**src/rtl/obstacle_lane.sv**
```systemverilog
// One road lane of up to NUM_CARS cars that scroll right on each move_tick and spawn from an LFSR.
// Optional macro SCORE_SPEEDUP_EN: the per-tick step grows with score[6:5].
module obstacle_lane #(
    parameter int          SCREEN_WIDTH = 640,
    parameter int          NUM_CARS     = 4,
    parameter int          STEP         = 2,
    parameter int          CAR_W        = 32,
    parameter int          MIN_GAP      = 64,
    parameter int          LANE_Y       = 240,
    parameter int          LANE_H       = 32,
    parameter int          PLAYER_W     = 16,
    parameter int          SPAWN_THRESH = 3,
    parameter logic [15:0] LFSR_SEED    = 16'hACE1
) (
    input  logic       clk,
    input  logic       reset,
    input  logic       move_tick,
    input  logic [6:0] score,
    input  logic [9:0] pix_x,
    input  logic [9:0] pix_y,
    input  logic [9:0] player_x,
    input  logic [9:0] player_y,
    output logic       obstacle_px,
    output logic       collide,
    output logic [2:0] car_count
);

    logic [9:0]          x [NUM_CARS];
    logic [NUM_CARS-1:0] act;
    logic [15:0]         lfsr;

    logic [10:0]         step;
    logic [10:0]         nx [NUM_CARS];
    logic [NUM_CARS-1:0] stays;
    logic [NUM_CARS-1:0] spawn_sel;
    logic [NUM_CARS-1:0] hit;
    logic [NUM_CARS-1:0] overlap;
    logic                near;
    logic                found;
    logic                spawn_ok;
    logic                in_lane;
    logic                player_rows;
    logic [15:0]         lfsr_nxt;

`ifdef SCORE_SPEEDUP_EN
    assign step = 11'(STEP) + {9'd0, score[6:5]};
`else
    logic unused_score;
    assign unused_score = ^score;
    assign step = 11'(STEP);
`endif

    // Galois form, taps x^16+x^14+x^13+x^11
    assign lfsr_nxt = {1'b0, lfsr[15:1]} ^ (lfsr[0] ? 16'hB400 : 16'h0000);

    assign in_lane     = ({1'b0, pix_y} >= 11'(LANE_Y)) && ({1'b0, pix_y} < 11'(LANE_Y + LANE_H));
    assign player_rows = (11'(LANE_Y) < {1'b0, player_y} + 11'(PLAYER_W)) &&
                         ({1'b0, player_y} < 11'(LANE_Y + LANE_H));

    always_comb begin
        near      = 1'b0;
        found     = 1'b0;
        spawn_sel = '0;
        stays     = '0;
        hit       = '0;
        overlap   = '0;
        for (int i = 0; i < NUM_CARS; i++) begin
            nx[i]    = {1'b0, x[i]} + step;
            stays[i] = act[i] && (nx[i] < 11'(SCREEN_WIDTH));
            if (stays[i] && (nx[i] < 11'(CAR_W + MIN_GAP)))
                near = 1'b1;
            // A slot despawning this tick still reads as occupied here
            if (!act[i] && !found) begin
                found        = 1'b1;
                spawn_sel[i] = 1'b1;
            end
            hit[i] = act[i] && ({1'b0, x[i]} <= {1'b0, pix_x}) &&
                     ({1'b0, pix_x} < {1'b0, x[i]} + 11'(CAR_W));
            overlap[i] = act[i] && player_rows &&
                         ({1'b0, x[i]} < {1'b0, player_x} + 11'(PLAYER_W)) &&
                         ({1'b0, player_x} < {1'b0, x[i]} + 11'(CAR_W));
        end
        spawn_ok = ({1'b0, lfsr[2:0]} < 4'(SPAWN_THRESH)) && found && !near;
    end

    always_ff @(posedge clk) begin
        if (reset) begin
            for (int i = 0; i < NUM_CARS; i++)
                x[i] <= '0;
            act         <= '0;
            lfsr        <= LFSR_SEED;
            obstacle_px <= 1'b0;
            collide     <= 1'b0;
            car_count   <= '0;
        end else begin
            if (move_tick) begin
                for (int i = 0; i < NUM_CARS; i++) begin
                    if (spawn_ok && spawn_sel[i]) begin
                        x[i]   <= '0;
                        act[i] <= 1'b1;
                    end else begin
                        act[i] <= stays[i];
                        if (stays[i])
                            x[i] <= nx[i][9:0];
                    end
                end
                lfsr <= lfsr_nxt;
            end
            obstacle_px <= in_lane && (|hit);
            collide     <= collide | (|overlap);
            car_count   <= 3'($countones(act));
        end
    end

endmodule

```
**config.mk**
```make
export PLATFORM = sky130hd
export DESIGN_NAME = obstacle_lane
export DESIGN_NICKNAME = d
export VERILOG_FILES = /design/src/rtl/obstacle_lane.sv
export SDC_FILE = /design/constraint.sdc
export NUM_CORES = 1
export LEC_CHECK = 0
export ABC_AREA = 1
export CORE_MARGIN = 3
export CORE_UTILIZATION = 55
export CTS_CLUSTER_DIAMETER = 150
export DETAILED_ROUTE_END_ITERATION = 8
export GPL_ROUTABILITY_DRIVEN = 0
export PLACE_DENSITY = 0.74
export SETUP_SLACK_MARGIN = 0.15
export SLEW_MARGIN = 25
export SYNTH_ARGS = -nofsm -noshare
export SYNTH_HDL_FRONTEND = slang
export SYNTH_SLANG_ARGS = --single-unit
```
**constraint.sdc**
```tcl
create_clock -name clk -period 3.3 [get_ports clk]
set_clock_uncertainty 0.1 [all_clocks]
set_input_delay 0.66 -clock clk [delete_from_list [all_inputs] [get_ports clk]]
set_output_delay 0.66 -clock clk [all_outputs]
set_load 0.05 [all_outputs]
```
==> metrics, run 1 <==
Peak Freq about 340 MHz; ys async rst share 0%; slew margin rel. around 57%; CTS buffer count 9; Initial Util between 50% and 60%; CTS Sinks slightly above 60; max_cap viols 0; fin crit period between 2000 and 3000 ps; share of cells above drive strength 1 approximately 7%; leak pwr 3.90 nW; final cycle utilization of the critical path 90.1%; sw frac about a third; crit end category flop; Post-CTS Setup Bufs 0; crit path kind primary input to flop; WP data arrival roughly 3200 ps; CTS resizes 0; Final setup viols 0; Die H 118 um; xor/xnor cell area share of the yosys netlist ~3.0%; Clk pwr share 34.0%; synthesized flop and latch total 61; number of buffers inserted by hold repair at cts 0; CP Launch Type primary input; crit path max fanout 4; Fillers between 1000 and 1500; row count 40; vias post-DR approximately 6500; status complete, no violations; Hold Vio Cnt, Final 0; Synth area leader ha_1; total internal power about 1.7 mW; PortBufs 43; P_sw 888 uW; M1 GR Usage approximately 41%; synthesized netlist cell count between 900 and 1000; Logic pwr share between 20 and 30%; mux contribution to synthesized area 0%; main combinational cell family by area after synthesis adder cells; met2 GRT Util 42.9%; initial antenna violation count 0; pins over their slew limit 0; Synth warnings 0; simple-gate share of the synthesized area between 20% and 30%; met3 usage around 5.6%; largest net degree at the start of global routing 23; mean area per synthesized cell roughly 7.5 um^2; drt wl/cell 16.7 um; busiest grt layer met2; Overflow after GRT 0; post-route ant nets 0; area grow syn2layout 16.0%; DIE AREA roughly 14000 um^2; area fraction of the dominant cell type after synthesis roughly 29%; Final Power around 2.6 mW; Final TNS setup 0 ps; Avg Vias per Cell around 5.5; Cell variety after synth 39; Clk Latency, worst-skew pair ~340 ps; total routed wirelength between 15000 and 20000 um; Mapped Nets 1134; most frequent cells in the layout 180 x nand2_1, 159 x ha_1, 119 x inv_1; post-synthesis adder-cell area fraction 29.0%; Top Ports between 50 and 60; EDFF count, synth 36; Max clock buf depth 2; pwr/cell area approximately 320 nW/um^2; Ant. Diodes 0; commonest non-fill, non-tap cell in the layout nand2_1; RSZ-0062 raised after global routing no; synthesized area roughly 7000 um^2; global-route wire length before repair just over 30000 um; Die Wd roughly 120 um; clock transition at the registers of the reported paths about 50 ps; Total GRT Usage ~28%; 1st-iter DRT viols ~610; Synth Area in Compound Gates between 10% and 20%; CTS tree yes; H-tree depth 3; DRC 0; register area roughly 1600 um^2; root buffer cell clkbuf_16; multi-input logic area approximately 5000 um^2; measured slew at the worst slew-check pin approximately 640 ps; Detailed Routing Iterations Pass 1 5; Worst VDD drop about 0.34 mV; WP data required between 3000 and 4000 ps; register area share after synthesis 22.8%; Area contributors post-synth ha_1 29%, edfxtp_1 16%, nand2_1 9.8%; share of power burned in registers 36.3%; hold crit path type flop to flop; CORE AREA 12200 um^2; Layout Nets 1211; top_reg_cell synth edfxtp_1; hpwl dp approximately 15000 um; vias in the first global route roughly 5800
[stage by stage]
stage | area (um^2) | utilization (%) | setup slack (ps) | instances | hold WS (ps)
2_1_floorplan | 6920 | - | 904 | 924 | 329
5_1_grt | 8030 | 66.0 | 181 | 1174 | 395
4_1_cts | 8030 | 66.0 | 378 | 1174 | 359
3_3_place_gp | 7760 | 63.8 | 70.6 | 1158 | 339
6_report | 8030 | 66.0 | 327 | 1174 | 357
3_5_place_dp | 7760 | 63.8 | 40.6 | 1158 | 343
[critical path, cell delays in order]
cell and delay, ps:
clkdlybuf4s50_1 520, ha_1 200, nand2_1 80, inv_1 60
nand2_1 50, xor2_1 400, ha_1 340, a21oi_1 140
o21ai_0 90, o21bai_1 150, nor2_1 110, nand3_1 120
nand2_1 100, nor2_1 50, nor2_1 70
[synth_stat cells (2+ instances only)]
cell type  number
clkbuf_1        2
nor2_1        104
a21boi_0        2
dfxtp_1        25
nand3_1        54
o21bai_1        8
o211ai_1        5
inv_1         119
xor2_1         18
buf_1           2
nor3_2          2
nor4_1          3
o21ai_0        32
nand4_1        32
nor3_1         13
nand2_1       180
ha_1          159
a21oi_1        71
o21a_1          4
nand3b_1        4
a211oi_1        9
nand3_2         3
a21oi_2         6
o31ai_1         2
nand2_2         2
or2_2           3
xnor2_1         6
buf_2           3
nand3_4         2
nor2_2          5
edfxtp_1       36
[registers in the layout (all words and copies together) (netlist names)]
signal       cells
car_count        3
obstacle_px      1
act              4
lfsr            16
collide          1
x               36
[final timing paths]
check,from,to,slack (ps),cells after the start
worst max-delay path,player_x[4],collide,330,15
worst min-delay path,lfsr[5],lfsr[5],360,2
worst max register to register,x[2][2],x[2][4],500,11
worst min register to register,lfsr[5],lfsr[5],360,2
[final cells by class]
| class | count | area share, % |
|---|---|---|
| clock buffer | 9 | 2.80 |
| multi-input combinational | 736 | 60.5 |
| tap | 168 | 2.62 |
| inverter | 120 | 5.61 |
| sequential | 61 | 19.7 |
| timing repair buffer | 73 | 8.16 |
| clock inverter | 7 | 0.592 |
[power groups by stage]
stage	registers, mW	clock network [mW]	logic (mW)
floorplan	0.926	0	0.485
global placement	0.941	0	0.726
detailed placement	0.942	0	0.742
CTS	0.927	0.886	0.750
global route	0.934	0.922	0.866
finish	0.929	0.872	0.760
[layer usage]
layer | share of wire, % | routed length [um]
met5 | 0 | 0
met4 | 2.0 | 385
met3 | 9.5 | 1870
met2 | 42 | 8290
met1 | 46 | 9100
[logic make-up (layout without fill, tap and decap cells)]
logic type / after synthesis / count (layout)
buf+inv: 127 / 209
flops: 61 / 61
compound gates: 143 / 143
xor+xnor: 24 / 24
fa+ha+maj: 160 / 160
simple gates: 409 / 409
Power figures use the tool's default switching activity.
==> run 2, diff against run 1 <==
--- a/config.mk
+++ b/config.mk
@@ -8,6 +8,7 @@
 export ABC_AREA = 1
 export CORE_MARGIN = 3
 export CORE_UTILIZATION = 55
+export CTS_BUF_LIST = sky130_fd_sc_hd__clkbuf_4 sky130_fd_sc_hd__clkbuf_8
 export CTS_CLUSTER_DIAMETER = 150
 export DETAILED_ROUTE_END_ITERATION = 8
 export GPL_ROUTABILITY_DRIVEN = 0
==> run 2 against run 1 <==
Cell count unchanged. Count of clock-buffer cells in the layout stayed put. Via count rose by 0.11%. Critical path type unchanged. Critical endpoint unchanged.
==> metrics, run 2 (synthesis gave the netlist of run 1 again) <==
status complete, no violations; top flop regs x: 36 flops, lfsr: 16 flops, act: 4 flops; CTS tree yes; Detailed Routing Iterations Pass 1 5 (unchanged); CP cell instances clkdlybuf4s50_1, ha_1, xnor2_1, ha_1, a21oi_1, o21ai_0, nand3_1, nand3_1, nor2_1, nand3_1, nand3b_1, nor2_1, nor2_1; largest net degree at the start of global routing 23 (unchanged); max_cap viols 0 (unchanged); CTS resizes 0 (unchanged); cell family with most CP delay adder cells; HP Start lfsr[5]; Avg Vias per Cell 5.51 (+0.11%); Die H 118 um (unchanged); Setup crit start player_x[4]; pwr/cell area 289 nW/um^2 (-9.4%); non-filler cells, final 1174 (unchanged); Final Power 2.29 mW (-11%); crit path kind primary input to flop; crit path max fanout 4 (unchanged); commonest non-fill, non-tap cell in the layout nand2_1; crit end category flop; fin crit period 2970 ps (-7.40 ps); largest reg by FF count x; initial antenna violation count 0 (unchanged); Max clock buf depth 2 (unchanged); r2r setup slk 510 ps (about the same); final cycle utilization of the critical path 89.9% (-0.22 points); 1st-iter DRT viols 696 (+14%); WP buf/inv 1 (-1); global-route wire length before repair 30800 um (-0.38%); CP Launch Type primary input; number of buffers inserted by hold repair at cts 0 (unchanged); leak pwr 3.86 nW (-1.2%); Layout Nets 1211 (unchanged); Crit path depth 13 (-2); most frequent cells in the layout 180 x nand2_1, 159 x ha_1, 119 x inv_1; hpwl dp 15300 um (unchanged); Ant. Diodes 0 (unchanged); placed cell count 1158 (unchanged); clock transition at the registers of the reported paths 70 ps (+20 ps); DRC 0 (unchanged); CTS buffer count 9 (unchanged); drt wl/cell 16.7 um (-0.30%); Overflow after GRT 0 (unchanged); CORE AREA 12200 um^2 (unchanged); CP max stage cell xnor2_1; Final setup viols 0 (unchanged); area grow syn2layout 14.6%; WP data required 3500 ps (+20 ps); Die Wd 118 um (unchanged); row count 40 (unchanged); Top Ports 55 (unchanged); pins over their slew limit 0 (unchanged); post-route ant nets 0 (unchanged); Worst VDD drop 0.266 mV (-21%); vias in the first global route 5788 (-0.91%); vias post-DR 6468 (+0.11%); DIE AREA 14000 um^2 (unchanged); worst-case reg-to-reg path depth 12 (+1); Initial Util 56.9% (unchanged); Total GRT Usage 28.3% (-0.048 points); root buffer cell clkbuf_8; max FFs per register 36 (unchanged); hold crit path type flop to flop; max incr delay on CP 570 ps (+50 ps); Post-CTS Setup Bufs 0 (unchanged); worst r2r dst x[2][8]; H-tree depth 3 (unchanged); Peak Freq 337 MHz (+0.25%); measured slew at the worst slew-check pin 671 ps (+35.7 ps); Setup crit end collide; CTS Sinks 61 (unchanged); RSZ-0062 raised after global routing no; Clk Latency, worst-skew pair 360 ps (+20 ps); DP Area 7760 um^2 (unchanged); WP data arrival 3170 ps (+20 ps); Final TNS setup 0 ps (unchanged); Hold Vio Cnt, Final 0 (unchanged); PortBufs 43 (unchanged); share of cells above drive strength 1 7.16% (unchanged); utilization after layout 65.2% (-0.83 points); total routed wirelength 19600 um (-0.30%); slew margin rel. 54.9% (-2.4 points); FF-to-FF Start x[1][6]; Finished Cell Area 7930 um^2 (-1.3%)
## run 2: cell type report
cell class	instances	area, um^2
inverter	120	450
clock inverter	7	47.5
timing repair buffer	73	656
clock buffer	9	124
sequential	61	1580
tap	168	210
multi-input combinational	736	4860
fill	1123	4230
## run 2: worst min path at each step
stage / endpoint / slack, ps / depth (start not counted)
after global placement: lfsr[6] / 340 / 2
after CTS: lfsr[7] / 360 / 2
after floorplan: lfsr[6] / 330 / 2
after detailed placement: lfsr[5] / 340 / 2
after global routing: lfsr[7] / 400 / 2
final: lfsr[5] / 360 / 2
## run 2: where the power goes
group | total (mW) | internal, mW | leakage [nW] | switching, mW
sequential | 0.928 | 0.855 | 0.583 | 0.0727
clock | 0.603 | 0.274 | 0.0941 | 0.329
combinational | 0.759 | 0.307 | 3.18 | 0.452
## run 2: metal layers
metal  track usage, %  share of wire, %  vias up
met5                0                 0        -
met4             7.25               2.1        0
met3             6.99               9.6       26
met2             42.3                42      256
met1             40.7                46     2890
li1                 -                 -     3296
## run 2: worst min-delay path: stages, from the launching register on
cell     delay, ps
dfxtp_1        330
nand2_1         50
nand3_1         50
## run 2: per-stage QoR
stage	hold slack, ps	setup slack [ps]
after global routing	400	213
after floorplan	329	904
after global placement	339	70.6
final	361	335
after CTS	364	416
after detailed placement	343	40.6
==> run 3, diff against run 2 <==
--- a/config.mk
+++ b/config.mk
@@ -10,6 +10,7 @@
 export CORE_UTILIZATION = 55
 export CTS_BUF_LIST = sky130_fd_sc_hd__clkbuf_4 sky130_fd_sc_hd__clkbuf_8
 export CTS_CLUSTER_DIAMETER = 150
+export CTS_CLUSTER_SIZE = 25
 export DETAILED_ROUTE_END_ITERATION = 8
 export GPL_ROUTABILITY_DRIVEN = 0
 export PLACE_DENSITY = 0.74
==> results of run 3 <==
No change in the layout: final DEF, timing and power equal those of run 2.
